$ cat src/rtl/program_loader.sv
// Boot loader: big-endian byte stream -> inst/data memory words, then ACK/NAK byte and done/error.
// Write strobe lands 1 cycle after a word's 4th byte; rx stalls outside LEN/BODY, tx holds until taken.
module program_loader #(
  parameter int         INST_DEPTH = 200,
  parameter int         DATA_DEPTH = 200,
  parameter int         ADDR_W     = 16,
  parameter logic [7:0] ACK_BYTE   = 8'hAA,
  parameter logic [7:0] NAK_BYTE   = 8'h55
) (
  input  logic              CLK,
  input  logic              RST,
  input  logic [7:0]        rx_data,
  input  logic              rx_valid,
  output logic              rx_ready,
  output logic [7:0]        tx_data,
  output logic              tx_valid,
  input  logic              tx_ready,
  output logic              inst_we,
  output logic [ADDR_W-1:0] inst_addr,
  output logic [31:0]       inst_wdata,
  output logic              data_we,
  output logic [ADDR_W-1:0] data_addr,
  output logic [31:0]       data_wdata,
  output logic              done,
  output logic              error
);

  typedef enum logic [2:0] {
    INST_LEN, INST_BODY, DATA_LEN, DATA_BODY, ACK, DONE, NAK, ERR
  } state_t;

  state_t            state, state_nxt;
  logic [1:0]        byte_cnt;
  logic [31:0]       len;
  logic [23:0]       word;
  logic [ADDR_W-1:0] word_cnt;
  logic [31:0]       len_full, word_full;
  logic              last_in, word_last, rx_fire;

  assign len_full  = {len[23:0], rx_data};
  assign word_full = {word, rx_data};
  // rx_valid rather than the handshake: rx_ready is produced below and is 1 in every state that reads this
  assign last_in   = rx_valid && (byte_cnt == 2'd3);
  assign word_last = (32'(word_cnt) + 32'd1) == len;
  assign rx_fire   = rx_valid && rx_ready;

  always_comb begin
    state_nxt = state;
    rx_ready  = 1'b0;
    tx_valid  = 1'b0;
    tx_data   = 8'h00;
    done      = 1'b0;
    error     = 1'b0;
    if (!RST) begin
      case (state)
        INST_LEN: begin
          rx_ready = 1'b1;
          if (last_in) begin
            if (len_full > 32'(INST_DEPTH)) state_nxt = NAK;
            else if (len_full == 32'd0)     state_nxt = DATA_LEN;
            else                            state_nxt = INST_BODY;
          end
        end
        INST_BODY: begin
          rx_ready = 1'b1;
          if (last_in && word_last) state_nxt = DATA_LEN;
        end
        DATA_LEN: begin
          rx_ready = 1'b1;
          if (last_in) begin
            if (len_full > 32'(DATA_DEPTH)) state_nxt = NAK;
            else if (len_full == 32'd0)     state_nxt = ACK;
            else                            state_nxt = DATA_BODY;
          end
        end
        DATA_BODY: begin
          rx_ready = 1'b1;
          if (last_in && word_last) state_nxt = ACK;
        end
        ACK: begin
          tx_valid = 1'b1;
          tx_data  = ACK_BYTE;
          if (tx_ready) state_nxt = DONE;
        end
        NAK: begin
          tx_valid = 1'b1;
          tx_data  = NAK_BYTE;
          if (tx_ready) state_nxt = ERR;
        end
        DONE:    done  = 1'b1;
        ERR:     error = 1'b1;
        default: state_nxt = INST_LEN;
      endcase
    end
  end

  always_ff @(posedge CLK) begin
    if (RST) begin
      state      <= INST_LEN;
      byte_cnt   <= 2'd0;
      word_cnt   <= '0;
      len        <= 32'd0;
      word       <= 24'd0;
      inst_we    <= 1'b0;
      inst_addr  <= '0;
      inst_wdata <= 32'd0;
      data_we    <= 1'b0;
      data_addr  <= '0;
      data_wdata <= 32'd0;
    end else begin
      state   <= state_nxt;
      inst_we <= 1'b0;
      data_we <= 1'b0;
      if (rx_fire) begin
        byte_cnt <= byte_cnt + 2'd1;
        if (state == INST_LEN || state == DATA_LEN) len <= len_full;
        else                                        word <= word_full[23:0];
        if (byte_cnt == 2'd3 && state == INST_BODY) begin
          inst_we    <= 1'b1;
          inst_addr  <= word_cnt;
          inst_wdata <= word_full;
          word_cnt   <= word_cnt + ADDR_W'(1);
        end
        if (byte_cnt == 2'd3 && state == DATA_BODY) begin
          data_we    <= 1'b1;
          data_addr  <= word_cnt;
          data_wdata <= word_full;
          word_cnt   <= word_cnt + ADDR_W'(1);
        end
      end
      // every state entry starts from a clean byte and word count
      if (state_nxt != state) begin
        byte_cnt <= 2'd0;
        word_cnt <= '0;
      end
    end
  end

endmodule

$ cat config.mk
export PLATFORM = sky130hd
export DESIGN_NAME = program_loader
export DESIGN_NICKNAME = d
export VERILOG_FILES = /design/src/rtl/program_loader.sv
export SDC_FILE = /design/constraint.sdc
export NUM_CORES = 1
export LEC_CHECK = 0
export BUFFER_PORTS_ARGS = -buffer_cell sky130_fd_sc_hd__buf_2
export CAP_MARGIN = 40
export CORE_ASPECT_RATIO = 1.4
export CORE_MARGIN = 2
export CORE_UTILIZATION = 43
export DETAILED_ROUTE_END_ITERATION = 10
export PLACE_DENSITY = 0.62
export SKIP_CTS_REPAIR_TIMING = 1
export SLEW_MARGIN = 0
export SYNTH_ARGS = -nofsm -noshare
export SYNTH_HDL_FRONTEND = slang
export SYNTH_SLANG_ARGS = --single-unit
$ cat constraint.sdc
create_clock -name CLK -period 3.69 [get_ports CLK]
set_input_delay 0.1845 -clock CLK [delete_from_list [all_inputs] [get_ports CLK]]
set_output_delay 0.1845 -clock CLK [all_outputs]
set_load 0.1 [all_outputs]
# After elaboration in Yosys (flattened, before gate mapping)
# Cells that the tools add are included.
# totals
register_bits	175
in_bits	12
elab_cells	71
# classes
add_sub_neg	3
reduce_logical	18
muxes	26
magnitude_cmp	1
bitwise	2
n_eq_ne	10
# op_table
op	n
$eq A17 B32 Y1	1
$gt A32 B8 Y1 const B	1
$logic_not A32 Y1	1
$mux W16	2
$mux W3	10
$pmux W3 S6	1
$add A16 B1 Y17 const B	1
$add A16 B1 Y16 const B	1
$pmux W8 S2	1
$eq A3 B3 Y1 const B	4
$mux W1	10
$reduce_and A2 Y1	5
$mux W8	1
$eq A3 B2 Y1 const B	2
$reduce_or A2 Y1	3
$logic_and A1 B1 Y1	5
$reduce_or A4 Y1	1
$eq A3 B1 Y1 const B	1
$logic_not A3 Y1	1
$ne A3 B3 Y1	1
$add A2 B1 Y2 const B	1
$eq A2 B2 Y1 const B	1
$mux W2	1
$not A1 Y1	2
2 further kinds	2

# Longest topological paths before layout
# logic_depth
ltp_word	8
mapped_depth	12
ltp_nobuf	8

# Least setup slack after synthesis
# No wires, ideal clock.
# synth_path
path_type	register -> register
startpoint	reg state[2]
endpoint	reg inst_addr[0]
setup_ps	70
t_required_ps	3620
setup_slack_ps	163
path_stages_with_launch	13
arrival_ps	3456
cell_sequence	dfxtp_1 buf_4 nor2_1 and3_1 clkbuf_1 and2_1 buf_2 nand2_1 inv_1 buf_2 buf_1 nand2_1 a21oi_1
# synth_via
elab_chain_len	6
# synth_lines
item	line_no	source
start, declared	32	state_t state, state_nxt;
start signal, assigned	111	state <= state_nxt;
$eq A3 B2 Y1, or another cell as far along	55	case (state)
$reduce_or A4 Y1 (no source line) (*)	-	
$mux W1 (*)	55	
$mux W1 (*)	54	if (!RST) begin
named net rx_ready	14	output logic rx_ready,
$logic_and A1 B1 Y1 (*)	45	assign rx_fire = rx_valid && rx_ready;
$reduce_and A2 Y1 (no source line) (*)	-	
end signal, assigned	120	inst_addr <= word_cnt;
end, declared	19	output logic [ADDR_W-1:0] inst_addr,
# Mark *: on every way through the listed nets, which the timed path passes. The rest lies on a longest branch.
# A chain may end at the register's enable or synchronous reset.

# Final worst setup path
# layout_path
startpoint	reg word_cnt[0]
endpoint	reg word_cnt[7]
# layout_via
elab_chain_len	8
# layout_lines
item	line_no	source
start, declared	36	logic [ADDR_W-1:0] word_cnt;
start signal, assigned	122	word_cnt <= word_cnt + ADDR_W'(1);
start signal, assigned	128	word_cnt <= word_cnt + ADDR_W'(1);
$add A16 B1 Y17	44	assign word_last = (32'(word_cnt) + 32'd1) == len;
$eq A17 B32 Y1	44	
$logic_and A1 B1 Y1	66, 78	
$mux W3 (on tied branches)	78, 66	
$pmux W3 S6	55	
$mux W3	54	
$ne A3 B3 Y1	132	if (state_nxt != state) begin
$reduce_or A2 Y1 (no source line)	-	
# Parallel ways exist; a longest one is shown, timed or not. The select of a mux whose other input is x is not followed.

==> results.py <==
metrics = {
    "run_status": {
        "outcome": "finished, final reports clean",
    },
    "floorplanning": {
        "rows": 56,
        "initial_core_util": 0.438,
        "die_h_um": 158,
        "dieArea_um2": 18000,
        "ios": 122,
        "die_w_um": 114,
        "core_um2": 16700,
    },
    "place": {
        "dp.cells": 1178,
        "routabilityCongestion": 0.873,
        "dp_hpwl_um": 12600,
        "portBuffers": 121,
        "dpl_cell_area_um2": 7870,
        "pre_cts_ws_ns": 0.737,
    },
    "detailed_routing": {
        "drtIter0Drc": 367,
        "antenna_left": 0,
        "firstDrtPassIters": 4,
        "vias_per_cell": 5.17,
        "route.detailed.wl_per_inst_um": 15.4,
        "finalWirelength_um": 18600,
        "via_count": 6250,
        "drc_errors": 0,
    },
    "timing": {
        "clock_skew_ns": 0.0130,
        "period_share": 0.805,
        "drv_slew": 0,
        "max_freq_mhz": 337,
        "slew_headroom": 0.435,
        "setup_viol": 0,
        "finalHoldViolations": 0,
        "tightest_slew_ns": 0.848,
        "rsz0062_at_grt": "no",
        "fin_setup_tns_ns": 0,
        "fin_ws_ns": 0.718,
        "min_period_ns": 2.97,
    },
    "setup_path": {
        "crit_required_ns": 3.99,
        "r2r_slack_ns": 0.72,
        "startpoint": "word_cnt[0]",
        "path_class": "register to register",
        "timing.rr.start": "word_cnt[0]",
        "start_kind": "register",
        "reg2regPathDepth": 9,
        "crit_path_end_kind": "register",
        "worst_r2r_endpoint": "word_cnt[7]",
        "arrival_ns": 3.27,
        "critical_path_peak_fanout": 8,
    },
    "clock_tree": {
        "cts_tree": "built",
        "htreeDepth": 4,
        "clock_latency_ns": 0.43,
        "cts_sinks": 175,
        "cts_buffers": 17,
        "clockBufferDepth": 2,
        "clk_pin_slew_ns": 0.06,
        "root_buffer": "clkbuf_16",
    },
    "yosys": {
        "synth-seq-area-share": 0.480,
        "synth_fp_nets": 929,
        "synth_area_um2": 7300,
        "yosys_warnings": 0,
        "synth.top_cell.area_share": 0.480,
        "synth-async-reset-ratio": 0,
        "synth.ff_latch_count": 175,
        "synth_flop_cell": "dfxtp_1",
        "syn_inst": 915,
        "avgSynthCellArea_um2": 7.97,
        "synth_edf_count": 0,
        "synth.distinct_cells": 60,
        "synthTopCellsByArea": "dfxtp_1, nand2_1, a21oi_1",
        "synth_top_area_cell": "dfxtp_1",
    },
    "power_and_ir_drop": {
        "p_leak_nw": 3.22,
        "power_mw": 3.84,
        "p_per_area_nw_per_um2": 454,
        "ir_drop_uv": 225,
    },
    "global_route": {
        "antenna_found_initial": 0,
        "grt_max_degree": 82,
        "grt_overflow_total": 0,
        "grt_pass1_vias": 5591,
        "gr-usage-all-layers": 0.205,
        "grt_pass1_wl_um": 29400,
    },
    "final_layout": {
        "multi_input_area_um2": 3360,
        "final_cell_mix": "nand2_1, dfxtp_1, a21oi_1, buf_2, xnor2_1",
        "finish.net_count": 1008,
        "fillerInstances": 1686,
        "mostFrequentLayoutCell": "nand2_1",
        "areaGrowthSynthToFinish_pct": 16.0,
        "n_antenna_cell": 0,
        "final_area_um2": 8470,
        "drive_above_1_share": 0.193,
        "regArea_um2": 3500,
        "layout.cells.non_filler": 1209,
    },
    "hold_path": {
        "hold_end": "data_wdata[0]",
        "hold_path.class": "input pin to register",
        "holdCritStartpoint": "rx_data[0]",
        "hold_depth": 3,
    },
    "job": {
        "maxCapViolCount": 0,
    },
}
## final cells by class
type | instances | share of cell area
well taps | 203 | 0.0300
clock inverters | 8 | 0.0118
clock buffers | 23 | 0.0588
flip-flops and latches | 175 | 0.414
repair buffers | 135 | 0.0871
inverters | 3 | 0.00133
multi-input cells | 662 | 0.397
## registers in the layout, indices dropped and copies added (netlist names)
register	flops
byte_cnt	2
data_addr	16
data_wdata	32
data_we	1
inst_addr	16
inst_wdata	32
inst_we	1
len	32
state	3
word	24
word_cnt	16
## report_power, final
group / total, mW / internal [mW] / switching, mW
Clock: 1.82 / 1.09 / 0.731
Sequential: 1.91 / 1.90 / 0.0132
Combinational: 0.115 / 0.0327 / 0.0823
Total: 3.84 / 3.01 / 0.827
## metrics by stage
stage	utilization	hold slack, ns
global route	0.508	0.0452
finish	0.508	0.0430
detailed placement	0.472	0.443
floorplan	-	0.320
global placement	0.469	0.440
CTS	0.508	0.0323
## how the worst max path moves through the flow
stage / endpoint / cells past startpoint
after floorplan: inst_addr[0] / 12
after global placement: state[1] / 8
after detailed placement: state[1] / 8
after CTS: state[1] / 8
after global routing: state[1] / 8
final: word_cnt[7] / 9
## Yosys cell counts (4+ instances only)
master / number
a21oi_1: 154
buf_2: 5
buf_4: 8
buf_6: 8
clkbuf_1: 47
clkbuf_8: 4
dfxtp_1: 175
nand2_1: 321
nand3_1: 14
nand4_1: 7
nor2_1: 20
nor3_1: 20
nor3_2: 10
nor4_1: 16
o21ai_0: 5
or3_1: 4
xnor2_1: 22
xor2_1: 17
## metal layers
layer | part of all wire | wire [µm] | GRT usage
met1 | 0.43 | 8040 | 0.252
met2 | 0.52 | 9740 | 0.361
met3 | 0.034 | 628 | 0.0406
met4 | 0.012 | 225 | 0.0645
met5 | 0 | 0 | 0
## critical path: stages, from the launching register on
cell and delay [ns]:
dfxtp_1 0.53, ha_1 0.37, nand3_2 0.20, nor4_1 0.44, xnor2_1 0.20, nand3_1 0.10, or4_4 0.45, nor4_4 0.26
buf_4 0.24, nor3_2 0.06
## cell families after synthesis
logic type | count (synthesis) | share of synthesized area
flops | 175 | 0.480
mux | 2 | 0.00274
buf+inv | 78 | 0.0598
compound gates | 176 | 0.129
fa+ha+maj | 2 | 0.00343
xor+xnor | 39 | 0.0468
simple gates | 443 | 0.278
Power figures use the tool's default switching activity.
